--- src/rtl/switch_debouncer.sv ---
// switch_debouncer: conditions the raw board slide switches before they reach
// the core. Each bit passes through a SYNC_STAGES flop synchroniser and then a
// two-state debounce FSM with a saturating persistence counter.
// sw_clean[8] is mirrored on sw8 for the program counter's hold/condition test.
//
// Optional feature: define SW_EDGE_EN to build registered one-cycle sw_rise /
// sw_fall pulses. With SW_EDGE_EN undefined both are tied to 0 and no edge
// flops exist.
//
// Per-bit FSM states:
//   state  | meaning
//   STABLE | synchronised level matches sw_clean, counter held at 0
//   CHECK  | synchronised level differs, counting how long it persists

module switch_debouncer #(
  parameter int N_SW            = 10,
  parameter int SYNC_STAGES     = 2,
  parameter int DEBOUNCE_CYCLES = 16
) (
  input  logic            Clock,
  input  logic            nReset,
  input  logic [N_SW-1:0] sw_raw,
  output logic [N_SW-1:0] sw_clean,
  output logic            sw8,
  output logic            settled,
  output logic [N_SW-1:0] sw_rise,
  output logic [N_SW-1:0] sw_fall
);

  localparam int            CW       = $clog2(DEBOUNCE_CYCLES);
  localparam logic [CW-1:0] CNT_LAST = CW'(DEBOUNCE_CYCLES - 1);

  typedef enum logic {STABLE = 1'b0, CHECK = 1'b1} state_t;

  logic [N_SW-1:0] sync_q [SYNC_STAGES];
  logic [N_SW-1:0] s;

  state_t          state_q   [N_SW];
  state_t          state_nxt [N_SW];
  logic [CW-1:0]   cnt_q     [N_SW];
  logic [CW-1:0]   cnt_nxt   [N_SW];
  logic [N_SW-1:0] clean_nxt;
  logic            settled_nxt;

  // Shift raw switch levels through the synchroniser chain.
  always_ff @(posedge Clock or negedge nReset) begin
    if (!nReset) begin
      for (int k = 0; k < SYNC_STAGES; k++) sync_q[k] <= '0;
    end else begin
      sync_q[0] <= sw_raw;
      for (int k = 1; k < SYNC_STAGES; k++) sync_q[k] <= sync_q[k-1];
    end
  end

  assign s = sync_q[SYNC_STAGES-1];

  // Next-state decode for every bit; settled looks at the next state so it
  // drops in the same cycle a bit enters CHECK.
  always_comb begin
    state_nxt   = state_q;
    cnt_nxt     = cnt_q;
    clean_nxt   = sw_clean;
    settled_nxt = 1'b1;
    for (int i = 0; i < N_SW; i++) begin
      case (state_q[i])
        STABLE: begin
          if (s[i] != sw_clean[i]) begin
            state_nxt[i] = CHECK;
            cnt_nxt[i]   = CW'(1);
          end else begin
            cnt_nxt[i] = '0;
          end
        end
        CHECK: begin
          if (s[i] == sw_clean[i]) begin
            // Glitch: the accepted level came back, so the count restarts.
            state_nxt[i] = STABLE;
            cnt_nxt[i]   = '0;
          end else if (cnt_q[i] == CNT_LAST) begin
            clean_nxt[i] = s[i];
            state_nxt[i] = STABLE;
            cnt_nxt[i]   = '0;
          end else begin
            cnt_nxt[i] = cnt_q[i] + 1'b1;
          end
        end
        default: begin
          state_nxt[i] = STABLE;
          cnt_nxt[i]   = '0;
        end
      endcase
      settled_nxt = settled_nxt & (state_nxt[i] == STABLE);
    end
  end

  // Debounce FSM state, counters and registered level outputs.
  always_ff @(posedge Clock or negedge nReset) begin
    if (!nReset) begin
      for (int i = 0; i < N_SW; i++) begin
        state_q[i] <= STABLE;
        cnt_q[i]   <= '0;
      end
      sw_clean <= '0;
      sw8      <= 1'b0;
      settled  <= 1'b1;
    end else begin
      for (int i = 0; i < N_SW; i++) begin
        state_q[i] <= state_nxt[i];
        cnt_q[i]   <= cnt_nxt[i];
      end
      sw_clean <= clean_nxt;
      sw8      <= clean_nxt[8];
      settled  <= settled_nxt;
    end
  end

`ifdef SW_EDGE_EN
  // One-cycle edge pulses, aligned with the sw_clean update.
  always_ff @(posedge Clock or negedge nReset) begin
    if (!nReset) begin
      sw_rise <= '0;
      sw_fall <= '0;
    end else begin
      sw_rise <= clean_nxt & ~sw_clean;
      sw_fall <= ~clean_nxt & sw_clean;
    end
  end
`else
  assign sw_rise = '0;
  assign sw_fall = '0;
`endif

endmodule

--- config.mk ---
export PLATFORM = sky130hd
export DESIGN_NAME = switch_debouncer
export DESIGN_NICKNAME = d
export VERILOG_FILES = /design/src/rtl/switch_debouncer.sv
export SDC_FILE = /design/constraint.sdc
export NUM_CORES = 1
export LEC_CHECK = 0
export ABC_AREA = 0
export CAP_MARGIN = 0
export CORE_ASPECT_RATIO = 2
export CORE_UTILIZATION = 50
export DETAILED_ROUTE_END_ITERATION = 6
export MAX_ROUTING_LAYER = met4
export PLACE_DENSITY = 0.85
export SLEW_MARGIN = 20
export SYNTH_ARGS = -nofsm -noshare
export SYNTH_HDL_FRONTEND = slang
export SYNTH_SLANG_ARGS = --single-unit
--- constraint.sdc ---
create_clock -name Clock -period 1.9 [get_ports Clock]
set_clock_uncertainty 0.15 [all_clocks]
set_input_delay 0.475 -clock Clock [delete_from_list [all_inputs] [get_ports Clock]]
set_output_delay 0.475 -clock Clock [all_outputs]
set_load 0.05 [all_outputs]
== Word-level counts from Yosys, hierarchy flattened ==
Cells that the tools add are included.

* Bits in registers: 81
* Bits of input ports: 12
* Output and inout bits: 32
* Word-level logic and storage cells: 205

* $add $sub $neg: 10
* Eq/ne operators: 30
* Mux-type cells: 83
* Bitwise logic cells: 39
* Reductions and logical operators: 10

{| class="wikitable"
|+ Operators with widths
! cell !! number
|-
| $mux W4 || 20
|-
| $pmux W4 S2 || 10
|-
| $mux W1 || 43
|-
| $add A4 B1 Y4 const B || 10
|-
| $eq A4 B4 Y1 const B || 10
|-
| $not A1 Y1 || 30
|-
| $reduce_and A3 Y1 || 10
|-
| $pmux W1 S2 || 10
|-
| $eq A1 B1 Y1 || 10
|-
| $ne A1 B1 Y1 || 10
|-
| $and A1 B1 Y1 || 9
|}

== Depth between registers and ports, before layout ==
Gate-level depths: netlist (run 1).

* Depth in word-level cells: 14
* Gate-level depth with buffers: 5
* Mapped depth without buffers: 5

== Worst setup path after synthesis (run 1) ==
OpenSTA, ideal clock, no wires.

* Path kind: register -> output
* Start: register, netlist name sw8
* End: output sw_clean[8]
* Arrival time: 0.932 ns
* Required time: 1.275 ns
* Path slack: 0.343 ns
* Stages on the path, launching flop included: 2
* Path buffers: 1
* Cell sequence: dfrtp_1 > buf_4

{| class="wikitable"
|+ RTL lines
! what !! line !! text
|-
| end, declared || 23 || <nowiki>output logic [N_SW-1:0] sw_clean,</nowiki>
|}

== Final worst setup path (run 1) ==
* Start: register settled
* End: output settled

{| class="wikitable"
|+ RTL lines
! what !! line !! text
|-
| start, declared || 25 || <nowiki>output logic settled,</nowiki>
|-
| start signal, assigned || 113 || <nowiki>settled <= settled_nxt;</nowiki>
|}

No word-level cell between the ends.

==> results of run 1 <==
flip-flops by register name (all words and copies together) (netlist names):
name and cells:
cnt_q 40, s 10, state_q 10, sync_q 10, sw_clean 9, settled 1
sw8 1
kinds of logic after synthesis:
kind of cell    Yosys count  synth area share (%)
compound gates           40                  6.92
xor+xnor                 20                  5.44
fa+ha+maj                10                  3.89
buf+inv                  38                  6.88
flops                    81                  63.0
mux                      10                  3.50
other cells               1                 0.117
simple gates             60                  10.2
path summary, 6_finish.rpt:
check                                     start            endpoint  slack [ns]
max                           settled$_DFF_PN1_             settled        0.27
min                        sync_q[18]$_DFF_PN0_      s[8]$_DFF_PN0_        0.19
max reg2reg                 cnt_q[32]$_DFF_PN0_   settled$_DFF_PN1_        0.35
min reg2reg                sync_q[18]$_DFF_PN0_      s[8]$_DFF_PN0_        0.19
max in group asynchronous                nReset      s[7]$_DFF_PN0_        0.58
min in group asynchronous                nReset  cnt_q[3]$_DFF_PN0_        0.50
cell usage in the layout, fill, tap and decap left out, drive strengths merged:
master / netlist / routed
nor2: 10 / 10
xnor2: 10 / 10
nand4: 12 / 12
ha: 10 / 10
and3: 10 / 10
a21o: 3 / 3
dfrtp: 80 / 80
dlygate4sd3: 0 / 1
a21oi: 24 / 24
dfstp: 1 / 1
inv: 17 / 17
nand2: 20 / 20
buf: 21 / 16
a31oi: 3 / 3
mux2: 10 / 10
o21ai: 7 / 7
xor2: 10 / 10
clkbuf: 0 / 15
a311oi: 3 / 3
conb: 1 / 20
nor4: 1 / 1
clkdlybuf4s50: 0 / 10
nand4b: 7 / 7
worst reg2reg max path, stage by stage (launching register included):
cell and delay (ns):
dfrtp_1 0.39, ha_1 0.24, nand4_1 0.15, nand2_1 0.14, nand4_1 0.14, nor4_2 0.25
Yosys cell counts, drive strengths merged:
library cell	count
xor2	10
a311oi	3
a21o	3
ha	10
inv	17
a21oi	24
mux2	10
conb	1
dfstp	1
nand4	12
o21ai	7
nor4	1
dfrtp	80
buf	21
nand2	20
and3	10
xnor2	10
nor2	10
nand4b	7
a31oi	3
stage by stage:
step | std cells | power, W | area (um^2) | hold slack (ns)
6_report | 386 | 0.00359 | 3890 | 0.190
5_1_grt | 386 | 0.00373 | 3890 | 0.203
4_1_cts | 386 | 0.00363 | 3890 | 0.193
3_5_place_dp | 370 | 0.00211 | 3620 | 0.186
3_3_place_gp | 370 | 0.00210 | 3620 | 0.183
2_1_floorplan | 279 | 0.00204 | 3290 | 0.0294
where the power goes:
group	total [W]	switching, W	internal [W]
sequential	0.00184	0.0000517	0.00179
combinational	0.000241	0.000173	0.0000672
clock	0.00151	0.000594	0.000915
repair_timing:
action / CTS / global route
resized for setup: 0 / 0
endpoints found under the setup margin: 0 / 0
hold endpoints to repair: 35 / 0
hold buffers: 1 / 0
metal layers:
layer / global-route usage (%) / up-vias / wire length (um) / share of wire (%)
met2: 29.8 / 51 / 2940 / 56
met4: 11.3 / 0 / 116 / 2.2
met5: - / - / 0 / 0
li1: - / 932 / - / -
met3: 5.58 / 15 / 185 / 3.5
met1: 20.7 / 998 / 1980 / 38
cell type report:
class / instances / area, um^2 / share of cell area [%]
Clock buffer: 15 / 258 / 6.63
Inverter: 17 / 63.8 / 1.64
Multi-Input combinational cell: 160 / 1040 / 26.7
Sequential cell: 81 / 2030 / 52.1
Tap cell: 86 / 108 / 2.77
Timing Repair Buffer: 27 / 393 / 10.1
==> out/qor.yml, run 1 <==
synth:
  yosysSeqAreaShare_pct: 63.0
  yosys_warnings: 0
  synth_top_cell_by_area: "dfrtp_1"
  netlist.area_leader.share_pct: 62.2
  syn_area_per_cell_um2: 12.4
  syn_inst: 260
  netlist_area_mm2: 0.00322
  yosysUniqueCellTypes: 21
  synth_seq_cells: 81
  netlist_top_cells_area: "dfrtp_1 62%, buf_4 4.9%, ha_1 3.9%, a21oi_1 3.7%, mux2_2 3.5%"
grt:
  track_usage_pct: 18.9
  antenna_found_initial: 0
  grt_max_degree: 40
  grt_overflow: 0
  grt_pass1_vias: 1992
  grt_pass1_wl_um: 8980
finish:
  fin_nets: 318
  utilization_pct: 62.2
  final_layout_size_suffix_gt1_share_pct: 13.3
  fill_cells: 503
  diodes: 0
  area_growth_pct: 20.9
placement:
  hpwl_um: 3700
  port_buffers: 23
  place.gp.congestion: 0.813
  place_ws_ns: 0.329
worst_hold_path:
  hold_class: "reg2reg"
  whs_path_depth: 0
route:
  vias: 1996
  viasPerCell: 5.17
  ant_nets: 0
  drc: 0
  routed_wl_um: 5220
  drtIter0Drc: 35
  wl_per_cell_um: 13.5
  firstDrtPassIters: 4
clock_network:
  cts-root-to-sink-buffers: 2
  cts.sinks: 81
  cts_made_buffers: 9
  path_clk_slew_ns: 0.05
  cts_tree: "done"
  cts_setup_buffers: 0
  clock-root-buffer: "clkbuf_16"
  h-tree-depth: 3
  clk_latency_ns: 0.33
floorplanning:
  core_area_mm2: 0.00626
  io_pins: 44
  die_w_um: 58.7
  rows: 41
  start_util_pct: 51.4
  die_height_um: 115
  die-area_mm2: 0.00678
sta:
  setup_ws_ns: 0.272
  finalCritPeriodShare_pct: 85.7
  drv_slew: 0
  grt_setup_unrepaired: "false"
  max_freq_mhz: 614
  finalSetupViolCount: 0
  hold_viol: 0
  finalWorstPathRequiredPeriod_ns: 1.63
  fin_setup_tns_ns: 0
worst_setup_path:
  critPathKind: "reg2out"
  worstPathRequired_ns: 1.27
  path_depth: 1
  slowest_stage: "dfstp_2"
  cp_max_fo: 1
  reg2reg_depth: 5
  cpLargestDelayFamily: "flip-flops"
  cp-end-kind: "output port"
  path_cells: "buf_12"
  cp-start-kind: "flop"
  cp.arrival_ns: 1.00
  cp_slowest_stage_delay_ns: 0.54
  crit_buf_inv: 1
power_and_ir_drop:
  irDropWorstVdd_v: 0.000697
  p_per_area_mw_per_mm2: 922
  leakagePower_nw: 1.87
outcome:
  status: "complete, no violations"
flow_run:
  maxCapViolCount: 0
(Power assumes the default switching activity.)
==> run 2, diff against run 1 <==
ABC_AREA = 1   (was 0)
PLACE_DENSITY = 0.84   (was 0.85)
SLEW_MARGIN = default   (was 20)
==> run 2 against run 1 <==
Synthesized area increased by 7.1%. Setup slack worse by 0.010 ns. Cell area rose by 7.4%. Critical endpoint unchanged. Largest cell class unchanged.
==> out/qor.yml, run 2 <==
route:
  routed_wl_um: 6110  # was 5220 um
  ant_nets: 0  # unchanged
  firstDrtPassIters: 5  # was 4
  drc: 0  # unchanged
  drtIter0Drc: 65  # was 35
  vias: 2288  # was 1996
  wl_per_cell_um: 13.1  # was 13.5 um
  viasPerCell: 4.92  # was 5.17
synth:
  async_reset_ff_share_pct: 100  # unchanged
  netlist_top_cells_area: "dfrtp_1 58%, nand2_1 6.1%, inv_1 4.8%, buf_4 4.6%, ha_1 3.6%"  # was dfrtp_1 62%, buf_4 4.9%, ha_1 3.9%, a21oi_1 3.7%, mux2_2 3.5%
  synth_edf_count: 0  # unchanged
  yosys_most_used_dff: "dfrtp_1"  # unchanged
  syn_inst: 337  # was 260
  synth_top_cell_by_area: "dfrtp_1"  # unchanged
  syn_area_per_cell_um2: 10.2  # was 12.4 um^2
  yosysUniqueCellTypes: 24  # was 21
  yosysSeqAreaShare_pct: 58.9  # was 63.0%
  synthTopCellsByCount: "80 x dfrtp_1, 56 x nand2_1, 44 x inv_1"  # was 80 x dfrtp_1, 24 x a21oi_1, 21 x buf_4
  yosys_warnings: 0  # unchanged
  synth_seq_cells: 81  # unchanged
  netlist.area_leader.share_pct: 58.1  # was 62.2%
  netlist_area_mm2: 0.00345  # was 0.00322 mm^2
  synth.most_common_cell: "dfrtp_1"  # unchanged
grt:
  grt_max_degree: 36  # was 40
  grt_overflow: 0  # unchanged
  grt_pass1_vias: 2432  # was 1992
  antenna_found_initial: 0  # unchanged
  track_usage_pct: 21.0  # was 18.9%
  gr-usage-met3_pct: 6.51  # was 5.58%
  grt_util_met2_pct: 34.5  # was 29.8%
  met1_usage_pct: 20.9  # was 20.7%
  grt_pass1_wl_um: 10600  # was 8980 um
  gr-max-usage-layer: "met2"  # unchanged
finish:
  area_growth_pct: 21.2  # was 20.9%
  fill_cells: 532  # was 503
  top_register: "cnt_q"  # unchanged
  largest_register_ffs: 40  # unchanged
  multi_input_comb_area_mm2: 0.00116  # was 0.00104 mm^2
  final_common_cell: "dfrtp_1"  # unchanged
  fin_cells: 465  # was 386
  final_layout_size_suffix_gt1_share_pct: 15.9  # was 13.3%
  utilization_pct: 63.1  # was 62.2%
  fin_nets: 394  # was 318
  diodes: 0  # unchanged
  final_cell_mix: "80 x dfrtp_1, 56 x nand2_1, 44 x inv_1, 31 x nor2_1, 20 x conb_1"  # was 80 x dfrtp_1, 24 x a21oi_1, 20 x conb_1, 18 x nand2_1, 17 x inv_1
  ff_latch_area_mm2: 0.00203  # unchanged
sta:
  finalCritPeriodShare_pct: 86.2  # was 85.7%
  grt_setup_unrepaired: "false"  # unchanged
  hold_viol: 0  # unchanged
  max_freq_mhz: 610  # was 614 MHz
  drv_slew: 0  # unchanged
  finalWorstPathRequiredPeriod_ns: 1.64  # was 1.63 ns
  holdWs_ns: 0.197  # was 0.190 ns
  finalSetupViolCount: 0  # unchanged
  fin_setup_tns_ns: 0  # unchanged
floorplanning:
  rows: 42  # was 41
  io_pins: 44  # unchanged
  core_area_mm2: 0.00662  # was 0.00626 mm^2
  die_height_um: 119  # was 115 um
  die_w_um: 60.7  # was 58.7 um
  start_util_pct: 52.0  # was 51.4%
  die-area_mm2: 0.00725  # was 0.00678 mm^2
worst_setup_path:
  path_cells: "buf_12"  # unchanged
  crit_buf_inv: 1  # unchanged
  slowest_stage: "dfstp_2"  # unchanged
  worstPathRequired_ns: 1.27  # about the same
  reg2reg_from: "cnt_q[16]$_DFF_PN0_"  # was cnt_q[32]$_DFF_PN0_
  cpLargestDelayFamily: "flip-flops"  # unchanged
  crit_start: "settled$_DFF_PN1_"  # unchanged
  cp.arrival_ns: 1.01  # was 1.00 ns
  r2r_setup_slack_ns: 0.42  # was 0.35 ns
  cp-end-kind: "output port"  # unchanged
  cp_max_fo: 1  # unchanged
  cp_slowest_stage_delay_ns: 0.55  # was 0.54 ns
  cp-start-kind: "flop"  # unchanged
  critPathKind: "reg2out"  # unchanged
power_and_ir_drop:
  share_seq_of_total_power_pct: 47.7  # was 51.3%
  power.share.clock_pct: 45.5  # was 42.0%
  leakagePower_nw: 2.01  # was 1.87 nW
  irDropWorstVdd_v: 0.000779  # was 0.000697 V
  netSwitchingFraction_pct: 22.4  # was 22.8%
  intPower_w: 0.00298  # was 0.00277 W
  p_sw_w: 0.000860  # was 0.000819 W
  p_per_area_mw_per_mm2: 919  # was 922 mW/mm^2
  combPwrFrac_pct: 6.7  # about the same
placement:
  place_inst: 448  # was 370
  port_buffers: 23  # unchanged
  hpwl_um: 4200  # was 3700 um
  place.gp.congestion: 0.848  # was 0.813
clock_network:
  cts_made_buffers: 9  # unchanged
  clk_latency_ns: 0.34  # was 0.33 ns
  h-tree-depth: 3  # unchanged
  cts.sinks: 81  # unchanged
  ctsResizeCount: 0  # unchanged
  cts-root-to-sink-buffers: 2  # unchanged
  cts_tree: "done"  # unchanged
  clock-root-buffer: "clkbuf_16"  # unchanged
  path_clk_slew_ns: 0.05  # about the same
worst_hold_path:
  holdCritStartpoint: "sync_q[15]$_DFF_PN0_"  # was sync_q[18]$_DFF_PN0_
  hold_class: "reg2reg"  # unchanged
flow_run:
  maxCapViolCount: 0  # unchanged
outcome:
  status: "complete, no violations"  # unchanged
[run 2: cell types whose count changed in the layout (fill, tap and decap cells not counted), moves of 11 or more]
cell	change
nand2_2	+12
nor2_1	+21
inv_1	+27
a21oi_1	-15
nand4_1	-11
nand2_1	+38
nand3_1	+14
[run 2: what timing repair did]
| action | in CTS | in global routing |
|---|---|---|
| hold buffers | 1 | 0 |
| hold endpoints to repair | 32 | 0 |
| buffers inserted | 0 | 0 |
[run 2: worst paths after layout]
check | end | cells past startpoint
max | settled | 1
min | s[5]$_DFF_PN0_ | 0
max reg2reg | settled$_DFF_PN1_ | 7
min reg2reg | s[5]$_DFF_PN0_ | 0
max in group asynchronous | sync_q[14]$_DFF_PN0_ | 3
min in group asynchronous | cnt_q[35]$_DFF_PN0_ | 2
[run 2: per-layer routing]
| layer | vias to the layer above | routed length (um) |
|---|---|---|
| met5 | - | 0 |
| met4 | 0 | 276 |
| met3 | 27 | 211 |
| met2 | 61 | 3500 |
| met1 | 1114 | 2120 |
| li1 | 1086 | - |
[run 2: kinds of logic (layout without fill, tap and decap cells)]
logic type | count (synthesis) | after routing | synth area share, %
adders and majority gates | 10 | 10 | 3.63
AOI/OAI and AO/OA | 27 | 27 | 4.72
xor gates and xnor gates | 12 | 12 | 3.05
DFF | 81 | 81 | 58.9
other | 1 | 20 | 0.109
and+or+nand+nor | 135 | 135 | 18.7
muxes | 4 | 4 | 1.31
buffers and inverters | 67 | 88 | 9.59
[run 2: layout make-up]
cell class / count / area share, %
Clock buffer: 14 / 6.56
Clock inverter: 2 / 0.839
Inverter: 46 / 4.13
Multi-Input combinational cell: 208 / 27.7
Sequential cell: 81 / 48.6
Tap cell: 88 / 2.64
Timing Repair Buffer: 26 / 9.53
[run 2: per-stage QoR]
step | power (W) | worst slack (ns) | cell area, um^2
after detailed placement | 0.00212 | 0.437 | 3860
after global routing | 0.00399 | 0.237 | 4180
final | 0.00384 | 0.261 | 4180
after floorplan | 0.00205 | 0.336 | 3520
after CTS | 0.00388 | 0.249 | 4180
after global placement | 0.00210 | 0.461 | 3860
[run 2: power by group through the flow]
stage	clock [W]	combinational, W	sequential [W]
final	0.00175	0.000258	0.00183
after CTS	0.00179	0.000262	0.00183
after floorplan	0	0.000201	0.00185
after global placement	0	0.000247	0.00186
after detailed placement	0	0.000255	0.00186
after global routing	0.00186	0.000288	0.00184
